--- src/rtl/bist_ctrl_pkg.sv ---
// Shared types and default sizing for the ALU BIST sequencing controller.
package bist_ctrl_pkg;

  localparam int unsigned BIST_NUM_OPS         = 16;
  localparam int unsigned BIST_PATTERNS_PER_OP = 16;
  localparam int unsigned BIST_SEL_W           = 4;
  localparam int unsigned BIST_IDX_W           = 8;
  localparam int unsigned BIST_CNT_W           = 8;

  typedef enum logic [2:0] {
    ST_IDLE = 3'd0,
    ST_INIT = 3'd1,
    ST_RUN  = 3'd2,
    ST_NEXT = 3'd3,
    ST_DONE = 3'd4
  } state_t;

endpackage

--- src/rtl/bist_next_op.sv ---
// Priority encoder: lowest enabled opcode, or lowest one strictly above cur_sel.
module bist_next_op
  import bist_ctrl_pkg::*;
#(
  parameter int unsigned NUM_OPS = BIST_NUM_OPS,
  parameter int unsigned SEL_W   = BIST_SEL_W
) (
  input  logic [NUM_OPS-1:0] mask,
  input  logic [SEL_W-1:0]   cur_sel,
  input  logic               first,
  output logic [SEL_W-1:0]   next_sel_c,
  output logic               found_c
);

  // Scan downwards so the lowest qualifying opcode wins.
  always_comb begin
    next_sel_c = '0;
    found_c    = 1'b0;
    for (int i = int'(NUM_OPS) - 1; i >= 0; i--) begin
      if (mask[i] && (first || (i > int'(cur_sel)))) begin
        next_sel_c = SEL_W'(i);
        found_c    = 1'b1;
      end
    end
  end

endmodule

--- src/rtl/bist_alu_controller.sv ---
// Walks every enabled ALU opcode, restarts the pattern sources per opcode and
// accumulates comparator mismatches into a saturating count plus first-fail info.
module bist_alu_controller
  import bist_ctrl_pkg::*;
#(
  parameter int unsigned NUM_OPS         = BIST_NUM_OPS,
  parameter int unsigned PATTERNS_PER_OP = BIST_PATTERNS_PER_OP,
  parameter int unsigned SEL_W           = BIST_SEL_W,
  parameter int unsigned IDX_W           = BIST_IDX_W,
  parameter int unsigned CNT_W           = BIST_CNT_W
) (
  input  logic               clk,
  input  logic               reset,
  input  logic               start,
  input  logic [NUM_OPS-1:0] op_mask,
  input  logic               match,
  output logic [SEL_W-1:0]   alu_sel,
  output logic               gen_reset,
  output logic               busy,
  output logic               done,
  output logic               pass,
  output logic [CNT_W-1:0]   fail_count,
  output logic [SEL_W-1:0]   first_fail_sel,
  output logic [IDX_W-1:0]   first_fail_idx
);

  state_t             state, state_nxt;
  logic [NUM_OPS-1:0] mask_q, mask_nxt;
  logic [IDX_W-1:0]   pat_idx, pat_idx_nxt;
  logic [SEL_W-1:0]   alu_sel_nxt, first_fail_sel_nxt;
  logic [IDX_W-1:0]   first_fail_idx_nxt;
  logic [CNT_W-1:0]   fail_count_nxt;
  logic               gen_reset_nxt, busy_nxt, done_nxt, pass_nxt;

  logic               idle_like;
  logic               last_pat;
  logic               enc_first;
  logic [NUM_OPS-1:0] enc_mask;
  logic [SEL_W-1:0]   enc_sel;
  logic               enc_found;

  assign idle_like = (state == ST_IDLE) || (state == ST_DONE);
  assign last_pat  = (pat_idx == IDX_W'(PATTERNS_PER_OP - 1));

  // Idle: pick the first opcode of the incoming mask; running: step past alu_sel.
  assign enc_first = idle_like;
  assign enc_mask  = idle_like ? op_mask : mask_q;

  bist_next_op #(
    .NUM_OPS (NUM_OPS),
    .SEL_W   (SEL_W)
  ) u_next_op (
    .mask       (enc_mask),
    .cur_sel    (alu_sel),
    .first      (enc_first),
    .next_sel_c (enc_sel),
    .found_c    (enc_found)
  );

  // State and result registers.
  always_ff @(posedge clk) begin
    if (reset) begin
      state          <= ST_IDLE;
      mask_q         <= '0;
      pat_idx        <= '0;
      alu_sel        <= '0;
      gen_reset      <= 1'b0;
      busy           <= 1'b0;
      done           <= 1'b0;
      pass           <= 1'b0;
      fail_count     <= '0;
      first_fail_sel <= '0;
      first_fail_idx <= '0;
    end else begin
      state          <= state_nxt;
      mask_q         <= mask_nxt;
      pat_idx        <= pat_idx_nxt;
      alu_sel        <= alu_sel_nxt;
      gen_reset      <= gen_reset_nxt;
      busy           <= busy_nxt;
      done           <= done_nxt;
      pass           <= pass_nxt;
      fail_count     <= fail_count_nxt;
      first_fail_sel <= first_fail_sel_nxt;
      first_fail_idx <= first_fail_idx_nxt;
    end
  end

  // Next-state logic.
  always_comb begin
    state_nxt = state;
    case (state)
      ST_IDLE, ST_DONE: if (start) state_nxt = ST_INIT;
      ST_INIT:          state_nxt = (mask_q == '0) ? ST_DONE : ST_RUN;
      ST_RUN:           if (last_pat) state_nxt = enc_found ? ST_NEXT : ST_DONE;
      ST_NEXT:          state_nxt = ST_RUN;
      default:          state_nxt = ST_IDLE;
    endcase
  end

  // Next values of the registered outputs and datapath.
  always_comb begin
    mask_nxt           = mask_q;
    pat_idx_nxt        = pat_idx;
    alu_sel_nxt        = alu_sel;
    busy_nxt           = busy;
    done_nxt           = done;
    pass_nxt           = pass;
    fail_count_nxt     = fail_count;
    first_fail_sel_nxt = first_fail_sel;
    first_fail_idx_nxt = first_fail_idx;
    gen_reset_nxt      = (state_nxt == ST_INIT) || (state_nxt == ST_NEXT);

    case (state)
      ST_IDLE, ST_DONE: begin
        if (start) begin
          mask_nxt           = op_mask;
          alu_sel_nxt        = enc_sel;
          fail_count_nxt     = '0;
          first_fail_sel_nxt = '0;
          first_fail_idx_nxt = '0;
          pass_nxt           = 1'b0;
          busy_nxt           = 1'b1;
          done_nxt           = 1'b0;
        end
      end
      ST_INIT: pat_idx_nxt = '0;
      ST_RUN: begin
        pat_idx_nxt = pat_idx + IDX_W'(1);
        if (!match) begin
          if (fail_count != '1) fail_count_nxt = fail_count + CNT_W'(1);
          // A zero count means no mismatch has been seen yet in this run.
          if (fail_count == '0) begin
            first_fail_sel_nxt = alu_sel;
            first_fail_idx_nxt = pat_idx;
          end
        end
        if (last_pat && enc_found) alu_sel_nxt = enc_sel;
      end
      ST_NEXT: pat_idx_nxt = '0;
      default: ;
    endcase

    if ((state_nxt == ST_DONE) && (state != ST_DONE)) begin
      busy_nxt = 1'b0;
      done_nxt = 1'b1;
      pass_nxt = (fail_count_nxt == '0);
    end
  end

endmodule

--- config.mk ---
export PLATFORM = sky130hd
export DESIGN_NAME = bist_alu_controller
export DESIGN_NICKNAME = d
export VERILOG_FILES = /design/src/rtl/bist_ctrl_pkg.sv /design/src/rtl/bist_next_op.sv /design/src/rtl/bist_alu_controller.sv
export SDC_FILE = /design/constraint.sdc
export NUM_CORES = 1
export LEC_CHECK = 0
export ABC_AREA = 1
export BUFFER_PORTS_ARGS = -buffer_cell sky130_fd_sc_hd__clkbuf_2
export CAP_MARGIN = 20
export CELL_PAD_IN_SITES_DETAIL_PLACEMENT = 0
export CELL_PAD_IN_SITES_GLOBAL_PLACEMENT = 2
export CORE_MARGIN = 10
export CORE_UTILIZATION = 23
export DETAILED_ROUTE_END_ITERATION = 7
export PLACE_DENSITY_LB_ADDON = 0.1
export RECOVER_POWER = 100
export SYNTH_ARGS = -nofsm -noshare
export SYNTH_HDL_FRONTEND = slang
export SYNTH_SLANG_ARGS = --single-unit
--- constraint.sdc ---
create_clock -name clk -period 5.4 [get_ports clk]
set_input_delay 0.54 -clock clk [delete_from_list [all_inputs] [get_ports clk]]
set_output_delay 0.54 -clock clk [all_outputs]
set_load 0.02 [all_outputs]
* Word level (Yosys, flattened, before mapping)
Index checks and enable logic that the tools add are counted.
** Word-level totals
- Word-level logic and storage cells :: 150
- Input bits :: 20
- Register bits :: 55
** Cells by class
- Add/subtract/negate cells :: 2
- Reduce and logical (&&, ||, !) cells :: 50
- Multiplexer cells :: 58
- Equal/unequal tests :: 14
- $lt $le $gt $ge :: 15
** Operators with widths (count)
- 4-bit two-way mux :: 21
- 8-bit two-way mux :: 6
- 8-bit case mux with 2 select lines :: 3
- 4-bit greater-than comparator (first input constant) :: 8
- 1-bit two-way mux :: 20
- 1-bit logical AND :: 18
- 1-bit logical OR :: 17
- 8-bit by 1-bit adder with 8-bit output (second input constant) :: 2
- 3-bit by 4-bit greater-than comparator with 1-bit output (first input constant) :: 4
- 16-bit zero test :: 1
- 8-bit zero test :: 2
- 16-bit two-way mux :: 1
- 4-bit case mux with 2 select lines :: 2
- 3-bit two-way mux :: 4
- 3-bit case mux with 4 select lines :: 1
- 3-bit by 2-bit equality test with 1-bit output (second input constant) :: 3
- 8-bit by 4-bit equality test with 1-bit output (second input constant) :: 1
- 2-bit by 4-bit greater-than comparator with 1-bit output (first input constant) :: 2
- 2-bit != test (second input constant) :: 4
- 8-bit != test (second input constant) :: 1
- 2-bit nonzero test :: 4
- 3-bit by 1-bit equality test with 1-bit output (second input constant) :: 2
- 3-bit equality test (second input constant) :: 2
- 2-bit OR reduction :: 3
- other kinds (6) :: 7

* Longest topological paths before layout
Gate-level depths: netlist of run 1.
- Word-level depth :: 27
- Mapped depth :: 22
- Depth with buffers taken out :: 21

* By module
From an unflattened synthesis of run 1, not the netlist that was laid out.
** Unflattened totals
- Cells, all modules :: 467
- Area total of the unflattened synthesis :: 3141.8 um2
** By module, submodules not included
- bist_alu_controller :: times used 1, sequential area each 1101.1 um2, area an instance 2758.9 um2, cells an instance 392
- bist_next_op :: times used 1, sequential area each 0.0 um2, area an instance 382.9 um2, cells an instance 75

* Worst setup path before layout of run 1
Ideal clock, no wire load.
- Path kind :: register to register
- Start :: register alu_sel[1]
- End :: register pass
- Period minus slack after synthesis :: 2064 ps
- Data arrival time :: 2000 ps
- Path slack :: 3336 ps
- Stages on the path, launching flop included :: 17
- Cell sequence :: dfxtp_1 buf_2 nand2_1 inv_1 o21ai_0 a22oi_1 nand2_1 nor2_1 nand2_1 nor2_2 nor2_1 nor2_2 nand2_1 nand2_2 a21oi_1 or2_0 nor2_1
** Between the ends
- Word-level cells in the longest chain between the ends :: 26
** Ends and longest elaborated chain
- from (decl) :: RTL line bist_alu_controller.sv:17 : output logic [SEL_W-1:0] alu_sel,
- from (signal assigned) :: RTL line bist_alu_controller.sv:78 : alu_sel <= alu_sel_nxt;
- 4-bit greater-than comparator :: RTL line bist_next_op.sv:20 : if (mask[i] && (first || (i > int'(cur_sel)))) begin
- 1-bit logical OR :: RTL line bist_next_op.sv:20
- 1-bit logical AND :: RTL line bist_next_op.sv:20
- 1-bit two-way mux (14 in a row) :: RTL line bist_next_op.sv:20
- 1-bit two-way mux * (2 in a row) :: RTL line bist_next_op.sv:20
- 3-bit two-way mux * (2 in a row) :: RTL line bist_alu_controller.sv:95 : ST_RUN: if (last_pat) state_nxt = enc_found ? ST_NEXT : ST_DONE;
- 3-bit case mux with 4 select lines * :: RTL line bist_alu_controller.sv:92 : case (state)
- 3-bit equality test * :: RTL line bist_alu_controller.sv:144 : if ((state_nxt == ST_DONE) && (state != ST_DONE)) begin
- 1-bit logical AND * :: RTL line bist_alu_controller.sv:144
- 2-bit nonzero test (no line)
- 2-bit AND reduction (no line)
- to (signal assigned) :: RTL line bist_alu_controller.sv:82 : pass <= pass_nxt;
- to (decl) :: RTL line bist_alu_controller.sv:21 : output logic pass,
Mark *: on every way between the ends. The rest lies on a longest branch, timed or not.
A chain may end at the register's enable or synchronous reset.

* Worst setup path after layout of run 1
- Start :: register state[0]
- End :: register pass
** Between the ends
- Word-level cells in the longest chain between the ends :: 27
** Ends and longest elaborated chain
- from (decl) :: RTL line bist_alu_controller.sv:27 : state_t state, state_nxt;
- from (signal assigned) :: RTL line bist_alu_controller.sv:75 : state <= state_nxt;
- 3-bit equality test or 3-bit zero test (tied branches) :: RTL line bist_alu_controller.sv:42, bist_alu_controller.sv:92, bist_alu_controller.sv:114
- 1-bit logical OR :: RTL line bist_alu_controller.sv:42 : assign idle_like = (state == ST_IDLE) || (state == ST_DONE);
- 16-bit two-way mux or 1-bit logical OR (tied branches) :: RTL line bist_alu_controller.sv:47, bist_next_op.sv:20
- 1-bit logical AND :: RTL line bist_next_op.sv:20
- 1-bit two-way mux (16 in a row) :: RTL line bist_next_op.sv:20
- 3-bit two-way mux (2 in a row) :: RTL line bist_alu_controller.sv:95
- 3-bit case mux with 4 select lines :: RTL line bist_alu_controller.sv:92
- 3-bit equality test :: RTL line bist_alu_controller.sv:144
- 1-bit logical AND :: RTL line bist_alu_controller.sv:144
- 2-bit nonzero test (no line)
- 2-bit AND reduction (no line)
Several ways; a longest one is shown, not always the timed one.

==> flow_summary.toml, run 1 <==
[placed_design]
place_ws_ps = 2770
port-buffer-count = 47
routabilityCongestion = 0.822
hpwlAfterDp_um = 7390

[sta]
fin_setup_tns_ps = 0
period_needed_ps = 3470
hold_viol = 0
setup_slack_ps = 1930
slew_viol_final = 0
finalCritPeriodShare = 0.642
max-slew-margin-rel = 0.0759
worst_pin_slew_ps = 1380
timing.fmax_ghz = 0.288
setup_violations = 0
fin_skew_ps = 7.61
rsz0062_at_grt = "no"

[clock_network]
cts_buffer_depth = 2
hold_buffers = 0
cts-root-buf = "clkbuf_16"
cts_resized = 0
cts_buffers = 5
clock_latency_ps = 300
cts_tree = "done"
cts.sinks = 55
cts.htree.levels = 2
cts.clk_slew.worst_paths_ps = 80
post_cts_buffers = 0

[grt]
grtUsageMet3 = 0.0240
grt_pass1_vias = 2930
grtUsageMet1 = 0.124
grt_pass1_wl_um = 15700
grt.met2_usage = 0.207
grt_usage = 0.111
grt_max_degree = 40
grt-busiest-layer = "met2"
antenna_found_initial = 0
grt_overflow_total = 0

[setup_path]
crit_type = "flip-flop to flip-flop"
cp.arrival_ps = 3700
r2r_cells = 16
critPathLaunch = "state[0]$_SDFF_PP0_"
rrSetupSlack_ps = 1930
startpoint_type = "flip-flop"
worstPathRequired_ps = 5640
reg2reg_to = "pass$_SDFFE_PP0P_"
cp_max_fo = 18
r2r-start = "state[0]$_SDFF_PP0_"
critPathCapture = "pass$_SDFFE_PP0P_"
cp-end-kind = "flip-flop"

[floorplan]
rows = 40
die_height_um = 132
io_pins = 48
core-area_sq_um = 12100
die_area_sq_um = 17400
die_w_um = 132
initial_core_util = 0.238

[yosys]
synth_edf_count = 0
syn-num-nets = 451
ys_ff_latch = 55
yosysSeqAreaShare = 0.383
synthTopCellsByArea = "dfxtp_1, nand2_1, nor2_1"
synth_top_cell_by_area = "dfxtp_1"
synthMostInstantiatedCell = "nand2_1"
synthDistinctLibCells = 38
syn_avg_cell_area_sq_um = 6.72
synth_cells = 428
synth_common_cells = "nand2_1, dfxtp_1, nor2_1"
synth_top_area_frac = 0.383
syn_area_sq_um = 2880
async_flop_share = 0
ys.warnings.count = 0
ys.flop_type = "dfxtp_1"

[final_layout]
nets = 492
drive_above_1_share = 0.0723
diodes = 0
syn_to_final_growth_pct = 16.0
fill_cells = 1407

[drt]
routed_wl_um = 9780
dr.pass1.iters = 4
route.detailed.drc = 0
wire_per_inst_um = 15.3
vias = 2856
drtIter0Drc = 139
via_per_inst = 4.48
drtAntennaViolNets = 0

[status]
status = "finished, final reports clean"

[pwr]
p_per_area_nw_per_um2 = 414
ir_worst_vdd_v = 0.000124
power_uw = 1380
p_leak_uw = 0.00130

[min_path]
holdPathStages = 2
hold_path_class = "flip-flop to flip-flop"

[run]
maxCapViolCount = 0
metrics by stage:
stage,std cells,cell area (sq um),utilization,hold slack (ps)
global route,638,3340,0.276,500
floorplan,428,2880,-,438
CTS,638,3400,0.281,472
global placement,630,3260,0.269,460
detailed placement,630,3260,0.269,459
finish,638,3340,0.276,466
layout by cell type, fill, tap and decap left out, types with 2 or more instances in the layout:
cell type,instances
nor3_1,3
a211oi_1,7
inv_1,56
a31oi_1,7
ha_1,3
a22oi_1,4
clkbuf_2,19
clkinvlp_4,2
nand2_1,92
a21oi_1,36
xor2_1,3
nand4_1,6
nor4_1,5
clkbuf_16,5
buf_4,2
dfxtp_1,55
a221oi_1,2
clkbuf_1,29
nand3_1,20
o21ai_0,40
nor2_1,59
o211ai_1,2
flip-flops by register name, summed over array words and instances, names as in the netlist:
| name | cells |
|---|---|
| first_fail_sel | 4 |
| alu_sel | 4 |
| done | 1 |
| pass | 1 |
| mask_q | 16 |
| pat_idx | 8 |
| busy | 1 |
| gen_reset | 1 |
| state | 3 |
| fail_count | 8 |
| first_fail_idx | 8 |
routing by layer:
| metal | vias up | part of all wire |
|---|---|---|
| met3 | 8 | 0.028 |
| met1 | 1327 | 0.44 |
| met4 | 0 | 0.011 |
| met2 | 27 | 0.52 |
| met5 | - | 0 |
| li1 | 1494 | - |
layout make-up:
cell class,instances,area [sq um],area share
inverters,58,223,0.0667
clock inverters,3,20.0,0.00600
repair buffers,50,219,0.0656
multi-input cells,299,1440,0.431
flip-flops and latches,55,1100,0.330
clock buffers,5,125,0.0375
well taps,168,210,0.0630
how the worst min path moves through the flow:
stage / to / slack, ps / start
after detailed placement: first_fail_idx[4]$_SDFFE_PP0P_ / 460 / first_fail_idx[4]$_SDFFE_PP0P_
after floorplan: mask_q[14]$_SDFFE_PP0P_ / 440 / mask_q[14]$_SDFFE_PP0P_
after global placement: first_fail_idx[1]$_SDFFE_PP0P_ / 460 / first_fail_idx[1]$_SDFFE_PP0P_
after global routing: first_fail_sel[0]$_SDFFE_PP0P_ / 500 / first_fail_sel[0]$_SDFFE_PP0P_
after CTS: first_fail_idx[4]$_SDFFE_PP0P_ / 470 / first_fail_idx[4]$_SDFFE_PP0P_
final: first_fail_idx[4]$_SDFFE_PP0P_ / 470 / first_fail_idx[4]$_SDFFE_PP0P_
cell families after synthesis:
| family | after synthesis | share of synthesized area |
|---|---|---|
| adders and majority gates | 3 | 0.0131 |
| DFF | 55 | 0.383 |
| xor gates and xnor gates | 3 | 0.00914 |
| and+or+nand+nor | 188 | 0.278 |
| AOI/OAI and AO/OA | 105 | 0.209 |
| buffers and inverters | 74 | 0.108 |
worst max-delay path: stages (launching register included):
cell and delay, ps:
dfxtp_1 350, nor2_1 1040, inv_6 200, nand2_1 180, nor2_1 110, a22oi_1 220, nand2_1 160, nor2_1 160
nand2_1 90, nor2_1 180, nor2_1 70, nor2_2 100, nand2_1 60, nand2_1 140, a21oi_1 60, or2_0 210
nor2_1 80
where the power goes:
part	total, uW	switching [uW]	internal, uW	leakage [uW]
combinational	521	382	139	0.000784
sequential	532	71.2	461	0.000449
clock	329	157	172	0.0000658
No activity file was read; power rests on OpenSTA's default activity.
==> run 2, diff against run 1 <==
- ABC_AREA: 1 -> 0
- clock period: 5.4 -> 3.3 ns (I/O delays scaled with it)
==> flow_summary.toml, run 2 <==
[setup_path]
startpoint_type = "flip-flop"
worstPathRequired_ps = 3490
rrSetupSlack_ps = 360
crit_type = "flip-flop to flip-flop"
cp_max_fo = 14
cp-end-kind = "flip-flop"
cp.arrival_ps = 3140

[grt]
antenna_found_initial = 0
grt_overflow_total = 0
grt_pass1_wl_um = 17500
grt_max_degree = 31
grt_pass1_vias = 3107
grt_usage = 0.121

[final_layout]
diodes = 0
final_cell_area_sq_um = 3520
regMostFlops = "mask_q"
drive_above_1_share = 0.0909
syn_to_final_growth_pct = 16.3
layout_commonest_cell = "nand2_1"
fin_cells = 612
final_cell_mix = "nand2_1, dfxtp_1, a21oi_1, clkbuf_1, nor2_1"
nets = 462
fill_cells = 1450
largest_reg_flops = 16

[status]
status = "finished, final reports clean"

[yosys]
synth_top_area_frac = 0.363
synthDistinctLibCells = 59
synthMostInstantiatedCell = "nand2_1"
syn_area_sq_um = 3030
synth_cells = 403
syn-num-nets = 426
synth_common_cells = "nand2_1, dfxtp_1, a21oi_1"
synth_top_cell_by_area = "dfxtp_1"
yosysSeqAreaShare = 0.363
async_flop_share = 0
synthTopCellsByArea = "dfxtp_1, a21oi_1, nand2_1"
ys.flop_type = "dfxtp_1"
ys_ff_latch = 55
synth_edf_count = 0
ys.warnings.count = 0
syn_avg_cell_area_sq_um = 7.52

[clock_network]
cts_buffers = 5
cts.clk_slew.worst_paths_ps = 80
cts_tree = "done"
hold_buffers = 0
cts-root-buf = "clkbuf_16"
cts.htree.levels = 2
clock_latency_ps = 310
cts.sinks = 55
cts_buffer_depth = 2
cts_resized = 0
post_cts_buffers = 0

[placed_design]
routabilityCongestion = 0.794
dp.cells = 604
hpwlAfterDp_um = 7900
port-buffer-count = 47
postPlaceCellArea_sq_um = 3440

[floorplan]
die_height_um = 135
initial_core_util = 0.237
rows = 41
die_w_um = 135
core-area_sq_um = 12800
die_area_sq_um = 18200
io_pins = 48

[drt]
route.detailed.drc = 0
drtAntennaViolNets = 0
routed_wl_um = 10900
dr.pass1.iters = 4
via_per_inst = 4.94
vias = 3023
wire_per_inst_um = 17.7
drtIter0Drc = 180

[sta]
slew_viol_final = 0
rsz0062_at_grt = "no"
timing.fmax_ghz = 0.340
fin_skew_ps = 7.12
setup_violations = 0
finalCritPeriodShare = 0.892
max-slew-margin-rel = 0.340
hold_viol = 0
period_needed_ps = 2940
worst_pin_slew_ps = 990
fin_setup_tns_ps = 0
hold_ws_ps = 261

[pwr]
p_leak_uw = 0.00119
ir_worst_vdd_v = 0.000180
p_per_area_nw_per_um2 = 479

[min_path]
hold_path_class = "input port to flip-flop"

[run]
maxCapViolCount = 0
run 2: critical path, stage by stage (launching register included):
cell and delay, ps:
dfxtp_1 630, or2_1 410, clkbuf_2 340, nand2_1 110
o311ai_1 500, nor3_1 130, a21oi_2 390, o21ai_0 150
nor3b_1 160
run 2: final cells by class:
| cell class | count | area, sq um | share of cell area |
|---|---|---|---|
| multi-input cells | 314 | 1760 | 0.498 |
| flip-flops and latches | 55 | 1100 | 0.313 |
| inverters | 7 | 26.3 | 0.00746 |
| repair buffers | 56 | 250 | 0.0710 |
| clock buffers | 5 | 125 | 0.0355 |
| clock inverters | 3 | 50.0 | 0.0142 |
| well taps | 172 | 215 | 0.0611 |
run 2: metal layers:
metal / share of wire / GRT usage
met5: 0 / 0
met4: 0.014 / 0.0296
met3: 0.038 / 0.0338
met2: 0.48 / 0.201
met1: 0.46 / 0.150
run 2: kinds of logic (layout without fill, tap and decap cells):
| logic type | after synthesis | in the layout | share of synthesized area |
|---|---|---|---|
| AND/OR/NAND/NOR | 190 | 190 | 0.316 |
| AO/OA/AOI/OAI | 112 | 112 | 0.232 |
| flip-flops | 55 | 55 | 0.363 |
| buffers and inverters | 34 | 71 | 0.0454 |
| multiplexers | 8 | 8 | 0.0277 |
| adder cells (fa/ha/maj) | 3 | 3 | 0.0124 |
| XOR/XNOR | 1 | 1 | 0.00289 |
run 2: per-stage QoR:
stage	power [uW]	setup slack, ps	util
4_1_cts	1750	502	0.283
6_report	1690	356	0.276
3_5_place_dp	1060	521	0.269
3_3_place_gp	1070	656	0.269
2_1_floorplan	946	1040	-
5_1_grt	1800	126	0.276
run 2: final timing paths:
check	startpoint	endpoint	depth (start not counted)
min	op_mask[12]	mask_q[12]$_SDFFE_PP0P_	3
max	state[0]$_SDFF_PP0_	alu_sel[1]$_SDFFE_PP0P_	8
max reg2reg	state[0]$_SDFF_PP0_	alu_sel[1]$_SDFFE_PP0P_	8
min reg2reg	first_fail_idx[4]$_SDFFE_PP0P_	first_fail_idx[4]$_SDFFE_PP0P_	2
run 2: power breakdown:
part	internal (uW)	switching [uW]	total [uW]	leakage [uW]
Clock	368	293	661	0.0000863
Sequential	688	42.4	731	0.000447
Combinational	98.0	199	297	0.000661
